--- src/rtl/hazard_pkg.sv ---
// Shared types and constants for the pipeline hazard controller.
// Imported by hazard_ctrl and forward_unit.
package hazard_pkg;

    localparam logic [1:0] WB_ALU = 2'b00;
    localparam logic [1:0] WB_MEM = 2'b01;
    localparam logic [1:0] WB_PC4 = 2'b10;

    typedef enum logic [1:0] {
        FWD_RF = 2'b00,
        FWD_M  = 2'b01,
        FWD_W  = 2'b10
    } fwd_sel_e;

    typedef enum logic {
        ST_RUN      = 1'b0,
        ST_MEM_WAIT = 1'b1
    } hz_state_e;

endpackage

--- src/rtl/hazard_ctrl_forward_unit.sv ---
// Operand forwarding select for one E-stage source register.
// M has priority over W; x0 never forwards.
module forward_unit
    import hazard_pkg::*;
(
    input  logic [4:0] rs_addr,
    input  logic [4:0] rd_addr_M,
    input  logic       rd_wren_M,
    input  logic [4:0] rd_addr_W,
    input  logic       rd_wren_W,
    output fwd_sel_e   fwd_sel
);

    logic hit_m;
    logic hit_w;

    assign hit_m = rd_wren_M && (rd_addr_M != 5'd0)
                && (rd_addr_M == rs_addr);
    assign hit_w = rd_wren_W && (rd_addr_W != 5'd0)
                && (rd_addr_W == rs_addr);

    // Youngest producer wins.
    always_comb begin
        fwd_sel = FWD_RF;
        if (hit_m) begin
            fwd_sel = FWD_M;
        end else if (hit_w) begin
            fwd_sel = FWD_W;
        end
    end

endmodule

--- src/rtl/hazard_ctrl.sv ---
// Pipeline hazard controller: stalls, flushes, forwarding,
// data-memory wait FSM with timeout and perf counters.
module hazard_ctrl
    import hazard_pkg::*;
#(
    parameter int WAIT_TIMEOUT = 64,
    parameter int CNT_W        = 32
) (
    input  logic             i_clk,
    input  logic             i_rst,
    input  logic [4:0]       rs1_addr_D,
    input  logic [4:0]       rs2_addr_D,
    input  logic [4:0]       rs1_addr_E,
    input  logic [4:0]       rs2_addr_E,
    input  logic [4:0]       rd_addr_E,
    input  logic [4:0]       rd_addr_M,
    input  logic [4:0]       rd_addr_W,
    input  logic             rd_wren_E,
    input  logic             rd_wren_M,
    input  logic             rd_wren_W,
    input  logic [1:0]       wb_sel_E,
    input  logic             pc_sel_E,
    input  logic             dmem_req_M,
    input  logic             dmem_ready,
    output logic             stall_F,
    output logic             stall_D,
    output logic             stall_E,
    output logic             stall_M,
    output logic             flush_D,
    output logic             flush_E,
    output logic             flush_W,
    output logic [1:0]       fwd_a_E,
    output logic [1:0]       fwd_b_E,
    output logic             state_o,
    output logic             err_timeout,
    output logic [CNT_W-1:0] stall_cnt,
    output logic [CNT_W-1:0] flush_cnt
);

    localparam int WC_W = $clog2(WAIT_TIMEOUT + 1);
    localparam logic [WC_W-1:0] WC_MAX = WC_W'(WAIT_TIMEOUT);

    hz_state_e       state_q;
    hz_state_e       state_nx;
    logic [WC_W-1:0] wait_cnt_q;
    logic [WC_W-1:0] wait_cnt_nx;
    logic            mem_wait;
    logic            load_use;
    fwd_sel_e        fwd_a;
    fwd_sel_e        fwd_b;

    forward_unit u_fwd_a (
        .rs_addr   (rs1_addr_E),
        .rd_addr_M (rd_addr_M),
        .rd_wren_M (rd_wren_M),
        .rd_addr_W (rd_addr_W),
        .rd_wren_W (rd_wren_W),
        .fwd_sel   (fwd_a)
    );

    forward_unit u_fwd_b (
        .rs_addr   (rs2_addr_E),
        .rd_addr_M (rd_addr_M),
        .rd_wren_M (rd_wren_M),
        .rd_addr_W (rd_addr_W),
        .rd_wren_W (rd_wren_W),
        .fwd_sel   (fwd_b)
    );

    assign mem_wait = dmem_req_M && !dmem_ready;
    assign load_use = rd_wren_E && (wb_sel_E == WB_MEM)
                   && (rd_addr_E != 5'd0)
                   && ((rd_addr_E == rs1_addr_D)
                    || (rd_addr_E == rs2_addr_D));

    assign state_o = state_q;

    // Stall/flush priority: reset, memory wait, branch, load-use.
    always_comb begin
        stall_F = 1'b0;
        stall_D = 1'b0;
        stall_E = 1'b0;
        stall_M = 1'b0;
        flush_D = 1'b0;
        flush_E = 1'b0;
        flush_W = 1'b0;
        fwd_a_E = fwd_a;
        fwd_b_E = fwd_b;
        if (i_rst) begin
            flush_D = 1'b1;
            flush_E = 1'b1;
            flush_W = 1'b1;
            fwd_a_E = FWD_RF;
            fwd_b_E = FWD_RF;
        end else if (mem_wait) begin
            stall_F = 1'b1;
            stall_D = 1'b1;
            stall_E = 1'b1;
            stall_M = 1'b1;
            flush_W = 1'b1;
        end else if (pc_sel_E) begin
            flush_D = 1'b1;
            flush_E = 1'b1;
        end else if (load_use) begin
            stall_F = 1'b1;
            stall_D = 1'b1;
            flush_E = 1'b1;
        end
    end

    // Next state and wait counter; the counter tracks cycles
    // that end in MEM_WAIT and saturates at the timeout.
    always_comb begin
        state_nx    = state_q;
        wait_cnt_nx = '0;
        unique case (state_q)
            ST_RUN: begin
                if (mem_wait) state_nx = ST_MEM_WAIT;
            end
            ST_MEM_WAIT: begin
                if (dmem_ready) state_nx = ST_RUN;
            end
            default: state_nx = ST_RUN;
        endcase
        if (state_nx == ST_MEM_WAIT) begin
            if (wait_cnt_q == WC_MAX) begin
                wait_cnt_nx = wait_cnt_q;
            end else begin
                wait_cnt_nx = wait_cnt_q + WC_W'(1);
            end
        end
    end

    // State, sticky timeout flag and performance counters.
    always_ff @(posedge i_clk) begin
        if (i_rst) begin
            state_q     <= ST_RUN;
            wait_cnt_q  <= '0;
            err_timeout <= 1'b0;
            stall_cnt   <= '0;
            flush_cnt   <= '0;
        end else begin
            state_q    <= state_nx;
            wait_cnt_q <= wait_cnt_nx;
            if (wait_cnt_nx == WC_MAX) begin
                err_timeout <= 1'b1;
            end
            if (stall_F) begin
                stall_cnt <= stall_cnt + CNT_W'(1);
            end
            if (pc_sel_E && !mem_wait) begin
                flush_cnt <= flush_cnt + CNT_W'(1);
            end
        end
    end

endmodule
--- config.mk ---
export PLATFORM = sky130hd
export DESIGN_NAME = hazard_ctrl
export DESIGN_NICKNAME = d
export VERILOG_FILES = /design/src/rtl/hazard_pkg.sv /design/src/rtl/hazard_ctrl_forward_unit.sv /design/src/rtl/hazard_ctrl.sv
export SDC_FILE = /design/constraint.sdc
export NUM_CORES = 1
export LEC_CHECK = 0
export CAP_MARGIN = 10
export CORE_ASPECT_RATIO = 0.75
export CORE_UTILIZATION = 45
export CTS_BUF_LIST = sky130_fd_sc_hd__clkbuf_8 sky130_fd_sc_hd__clkbuf_16
export CTS_CLUSTER_DIAMETER = 120
export DETAILED_ROUTE_END_ITERATION = 10
export HOLD_SLACK_MARGIN = 0.02
export PLACE_DENSITY = 0.78
export SLEW_MARGIN = 20
export SYNTH_ARGS = -nofsm -noshare
export SYNTH_HDL_FRONTEND = slang
export SYNTH_HIERARCHICAL = 1
export SYNTH_SLANG_ARGS = --single-unit
--- constraint.sdc ---
create_clock -name i_clk -period 3.2 [get_ports i_clk]
set_input_delay 0.32 -clock i_clk [delete_from_list [all_inputs] [get_ports i_clk]]
set_output_delay 0.32 -clock i_clk [all_outputs]
set_load 0.1 [all_outputs]
==> reports/metrics.cfg, run 1 <==
[sta]
finalHoldViolCount = 0
skew_ns = 0.00454
setup_violations = 0
grt_setup_unrepaired = false
max_clock_freq_mhz = 400
worst_pin_slew_ns = 1.01
tns_ns = 0
max-slew-margin-rel = 0.326
final_max_slew_viol_count = 0
setup_ws_ns = 0.702
post-route-min-period_ns = 2.50
period_share = 0.781

[drt]
wl_um = 10500
drc = 0
viasPerCell = 5.60
vias = 3926
drt-pass1-iter-count = 5
drt_iter0_drc = 220
ant_nets = 0
routedWlPerCell_um = 15.0

[logic_synthesis]
yosysTopAreaCellShare = 0.371
yosysMostFrequentCell = dfxtp_1
syn-instance-count = 474
synth_area_leaders = dfxtp_1, xnor2_1, xor2_1
synth_seq_cells = 73
synth.distinct_cells = 49
yosysSeqAreaShare = 0.371
ys.flop_type = dfxtp_1
async_reset_ff_frac = 0
synth_top_cell_by_area = dfxtp_1
syn-num-nets = 523
ys_warn_count = 6
synthTopCellsByCount = dfxtp_1, nor2_1, a21oi_1, nand2_1
avgSynthCellArea_um2 = 8.31
synth_edf_count = 0
syn_area_um2 = 3940

[placed_design]
place.gp.congestion = 0.823
place_ws_ns = 0.606
hpwlAfterDp_um = 7610
place.port_buffers = 121

[floorplan]
die_h_um = 83.0
fp-row-count = 29
start_util = 0.464
core-area_um2 = 8490
io_pins = 122
die_w_um = 110
dieArea_um2 = 9130

[grt]
grt_pass1_wl_um = 17400
overflow = 0
grt_pass1_vias = 3708
grt_use_total = 0.243
grt_max_degree = 36
antenna_found_initial = 0

[clocking]
htreeDepth = 3
cts.sink_count = 73
cts_hold_buffers = 0
clk_latency_ns = 0.34
cts_root_buf = clkbuf_16
cts_buffers = 9
clkTransAtPathRegs_ns = 0.06
cts-resized-gates = 0
cts_buffer_depth = 2
cts_tree = built
cts_setup_buffers = 0

[power_and_ir_drop]
swShare = 0.241
p_sw_w = 0.000541
vdd_drop_max_mv = 0.300
seq_power_share = 0.410
p_clk_frac = 0.478
leakagePower_nw = 1.82
power.internal_w = 0.00170
power_frac_comb = 0.112
power.density_nw_per_um2 = 409

[final_layout]
nets = 637
antenna_cells = 0
n_fill_cell = 716
drive_gt1_frac = 0.0877
syn_to_final_growth_pct = 39.5

[critical_path]
startpoint_type = primary input
crit_type = in2out
rrSetupSlack_ns = 1.00
reg2reg_depth = 5
rr_endpoint = stall_cnt[22]
r2r-start = stall_cnt[9]
required_ns = 2.88
path_max_fanout = 35
end_kind = output pin
worstPathArrival_ns = 2.18

[run]
max_cap_viol_count = 0

[min_path]
hold_path_depth = 2
hold_path_class = in2reg
whs_endpoint = flush_cnt[17]
min-delay-start = i_rst

[status]
status = finished clean

==> metal layers <==
metal  global-route usage  vias up  wire length [um]
met2                0.405      130              5200
li1                     -     1926                 -
met5                    0        -                 0
met3               0.0863       17               616
met1                0.295     1853              4580
met4               0.0618        0               152
==> registers in the layout, summed over array words and instances, names as in the netlist <==
signal	count
err_timeout	1
wait_cnt_q	7
flush_cnt	32
stall_cnt	32
state_o	1
==> through the flow <==
step | hold slack, ns | utilization | total power [W] | instances | area (um2)
6_report | 0.362 | 0.647 | 0.00224 | 701 | 5490
5_1_grt | 0.375 | 0.647 | 0.00233 | 701 | 5490
4_1_cts | 0.356 | 0.647 | 0.00226 | 701 | 5490
3_5_place_dp | 0.465 | 0.608 | 0.00119 | 685 | 5170
3_3_place_gp | 0.476 | 0.608 | 0.00119 | 685 | 5170
2_1_floorplan | 0.508 | - | 0.00109 | 474 | 3940
==> logic make-up after synthesis <==
logic type,after synthesis,synth area share
AOI/OAI and AO/OA,86,0.140
adders and majority gates,4,0.0127
muxes,2,0.00540
xor gates and xnor gates,60,0.133
buffers and inverters,35,0.0435
DFF,73,0.371
and+or+nand+nor,214,0.294
==> cell type report <==
| type | count | area (um2) | area share |
|---|---|---|---|
| multi-input cells | 366 | 2310 | 0.421 |
| well taps | 108 | 135 | 0.0246 |
| repair buffers | 125 | 1210 | 0.220 |
| inverters | 13 | 48.8 | 0.00888 |
| flip-flops and latches | 73 | 1460 | 0.266 |
| clock inverters | 3 | 46.3 | 0.00843 |
| clock buffers | 13 | 280 | 0.0510 |
==> power groups by stage <==
stage / clock network, W / logic, W / registers (W)
3_5_place_dp: 0 / 0.000251 / 0.000939
5_1_grt: 0.00114 / 0.000268 / 0.000920
2_1_floorplan: 0 / 0.000126 / 0.000965
6_report: 0.00107 / 0.000252 / 0.000919
4_1_cts: 0.00109 / 0.000252 / 0.000919
3_3_place_gp: 0 / 0.000247 / 0.000939
==> worst max path at each step <==
stage / from / depth (start not counted) / endpoint
after global routing: rd_addr_E[4] / 8 / stall_D
after global placement: rd_addr_E[1] / 8 / stall_cnt[16]
after detailed placement: rd_addr_E[1] / 8 / stall_cnt[24]
after floorplan: i_rst / 5 / stall_M
final: rd_addr_E[4] / 8 / stall_D
after CTS: rd_addr_E[4] / 8 / stall_D
==> worst max-delay path, stage by stage <==
cell and delay [ns]:
clkdlybuf4s50_1 0.53, xnor2_1 0.14, nand3_1 0.10, o22ai_2 0.26
a21boi_2 0.07, buf_4 0.24, nor2_2 0.19, buf_4 0.32
==> cell usage in the layout (no fill, tap or decap), types with 2 or more instances in the layout <==
| master | Yosys | routed |
|---|---|---|
| o41ai_2 | 2 | 2 |
| nor2b_1 | 5 | 5 |
| a21oi_1 | 36 | 36 |
| nand3_1 | 32 | 32 |
| nor3_1 | 9 | 9 |
| a21oi_2 | 2 | 2 |
| nor3_2 | 4 | 4 |
| buf_4 | 4 | 15 |
| xor2_1 | 28 | 28 |
| clkbuf_8 | 0 | 4 |
| inv_1 | 13 | 13 |
| nand4_1 | 15 | 15 |
| o21ai_0 | 18 | 18 |
| o31ai_1 | 13 | 13 |
| clkbuf_16 | 0 | 9 |
| and3_1 | 8 | 8 |
| xnor2_1 | 32 | 32 |
| nor4_1 | 5 | 5 |
| dfxtp_1 | 73 | 73 |
| or3_1 | 21 | 21 |
| clkdlybuf4s50_1 | 0 | 109 |
| a211oi_2 | 2 | 2 |
| nor2_1 | 49 | 48 |
| o41ai_1 | 3 | 3 |
| or2_2 | 2 | 2 |
| and4_1 | 5 | 5 |
| or4_1 | 13 | 13 |
| ha_1 | 4 | 4 |
| nand2_1 | 36 | 36 |
| and2_1 | 4 | 4 |
Power figures use the tool's default switching activity.
==> inputs of run 2 (changes only) <==
- CORE_UTILIZATION: 45 -> 43
- clock period: 3.2 -> 2.1 ns (I/O delays scaled with it)
==> reports/metrics.cfg, run 2 (same netlist as run 1, synthesis figures left out) <==
[status]
status = finished clean

[drt]
vias = 4006
drc = 0
drt-pass1-iter-count = 4
viasPerCell = 5.46
routedWlPerCell_um = 14.6
ant_nets = 0
drt_iter0_drc = 276
wl_um = 10700

[clocking]
clk_latency_ns = 0.33
cts_root_buf = clkbuf_16
cts_hold_buffers = 0
cts.sink_count = 73
cts_tree = built
cts_buffer_depth = 2
cts_buffers = 9
htreeDepth = 3
clkTransAtPathRegs_ns = 0.06

[final_layout]
antenna_cells = 0
fin_cells = 734
final_common_cell = buf_4
n_fill_cell = 707
syn_to_final_growth_pct = 50.3
drive_gt1_frac = 0.339
nets = 671
reg.largest.list = flush_cnt: 32 flops, stall_cnt: 32 flops, wait_cnt_q: 7 flops
final_cell_mix = buf_4, nor2_1, clkdlybuf4s50_1

[critical_path]
required_ns = 1.89
worstPathArrival_ns = 1.83
end_kind = output pin
startpoint_type = primary input
path_max_fanout = 3
crit_type = in2out

[floorplan]
start_util = 0.454
core-area_um2 = 8670
die_w_um = 113
dieArea_um2 = 9550
io_pins = 122
fp-row-count = 29
die_h_um = 84.9

[grt]
grt_max_degree = 35
grt_pass1_vias = 3597
grt_pass1_wl_um = 17300
antenna_found_initial = 0
grt_use_total = 0.222
overflow = 0

[sta]
hold_slack_ns = 0.405
skew_ns = 0.00777
post-route-min-period_ns = 2.04
worst_pin_slew_ns = 0.408
max-slew-margin-rel = 0.725
finalHoldViolCount = 0
period_share = 0.970
final_max_slew_viol_count = 0
setup_violations = 0
max_clock_freq_mhz = 491
tns_ns = 0

[power_and_ir_drop]
power.density_nw_per_um2 = 552
vdd_drop_max_mv = 0.387
leakagePower_nw = 2.23

[placed_design]
place.gp.congestion = 0.827
dp_cells = 711
hpwlAfterDp_um = 7830
place.port_buffers = 121

[run]
max_cap_viol_count = 0

[min_path]
hold_path_class = in2reg

## run 2: path summary, 6_finish.rpt
| check | start | endpoint | slack, ns | depth (start not counted) |
|---|---|---|---|---|
| worst max-delay path | rd_addr_E[0] | flush_E | 0.06 | 8 |
| worst min-delay path | i_rst | stall_cnt[0] | 0.40 | 3 |
| worst max register to register | stall_cnt[0] | stall_cnt[20] | 0.11 | 7 |
| worst min register to register | err_timeout | err_timeout | 0.49 | 1 |
## run 2: power by group
| part | leakage (nW) | switching, W | internal (W) | total, W |
|---|---|---|---|---|
| sequential | 0.621 | 0.00000893 | 0.00137 | 0.00138 |
| combinational | 1.47 | 0.000249 | 0.000195 | 0.000444 |
| clock | 0.143 | 0.000586 | 0.000861 | 0.00145 |
## run 2: metal layers
layer | GRT usage | part of all wire | vias to the layer above
li1 | - | - | 2009
met1 | 0.301 | 0.48 | 1858
met2 | 0.347 | 0.44 | 126
met3 | 0.0586 | 0.066 | 13
met4 | 0.0691 | 0.011 | 0
met5 | 0 | 0 | -
## run 2: layout make-up
class                      instances  area [um2]  share of cell area
multi-input combinational        367        2400               0.405
inverter                          13        52.6             0.00888
sequential                        73        1580               0.267
timing repair buffer             158        1470               0.249
clock inverter                     5        30.0             0.00507
tap                              108         135              0.0228
clock buffer                      10         250              0.0423
## run 2: repair_timing
| action | CTS | global route |
|---|---|---|
| cloned | 0 | 1 |
| buffers inserted | 0 | 7 |
| pin swaps | 0 | 7 |
| gates resized for setup | 1 | 15 |
| endpoints found under the setup margin | 1 | 17 |
## run 2: worst max-delay path, cell delays in order
cell             delay [ns]
clkdlybuf4s50_1        0.54
xnor2_1                0.13
nand3_1                0.11
o22ai_2                0.23
buf_6                  0.16
nand3_1                0.12
nand2_2                0.13
buf_12                 0.18
## run 2: through the flow
step	total power, W	area (um2)	setup slack, ns	util
after floorplan	0.00164	4110	-0.274	-
after global placement	0.00183	5500	-0.261	0.635
after detailed placement	0.00184	5500	-0.358	0.635
after CTS	0.00329	5790	0.0265	0.668
after global routing	0.00339	5920	-0.0186	0.683
final	0.00327	5920	0.0620	0.683
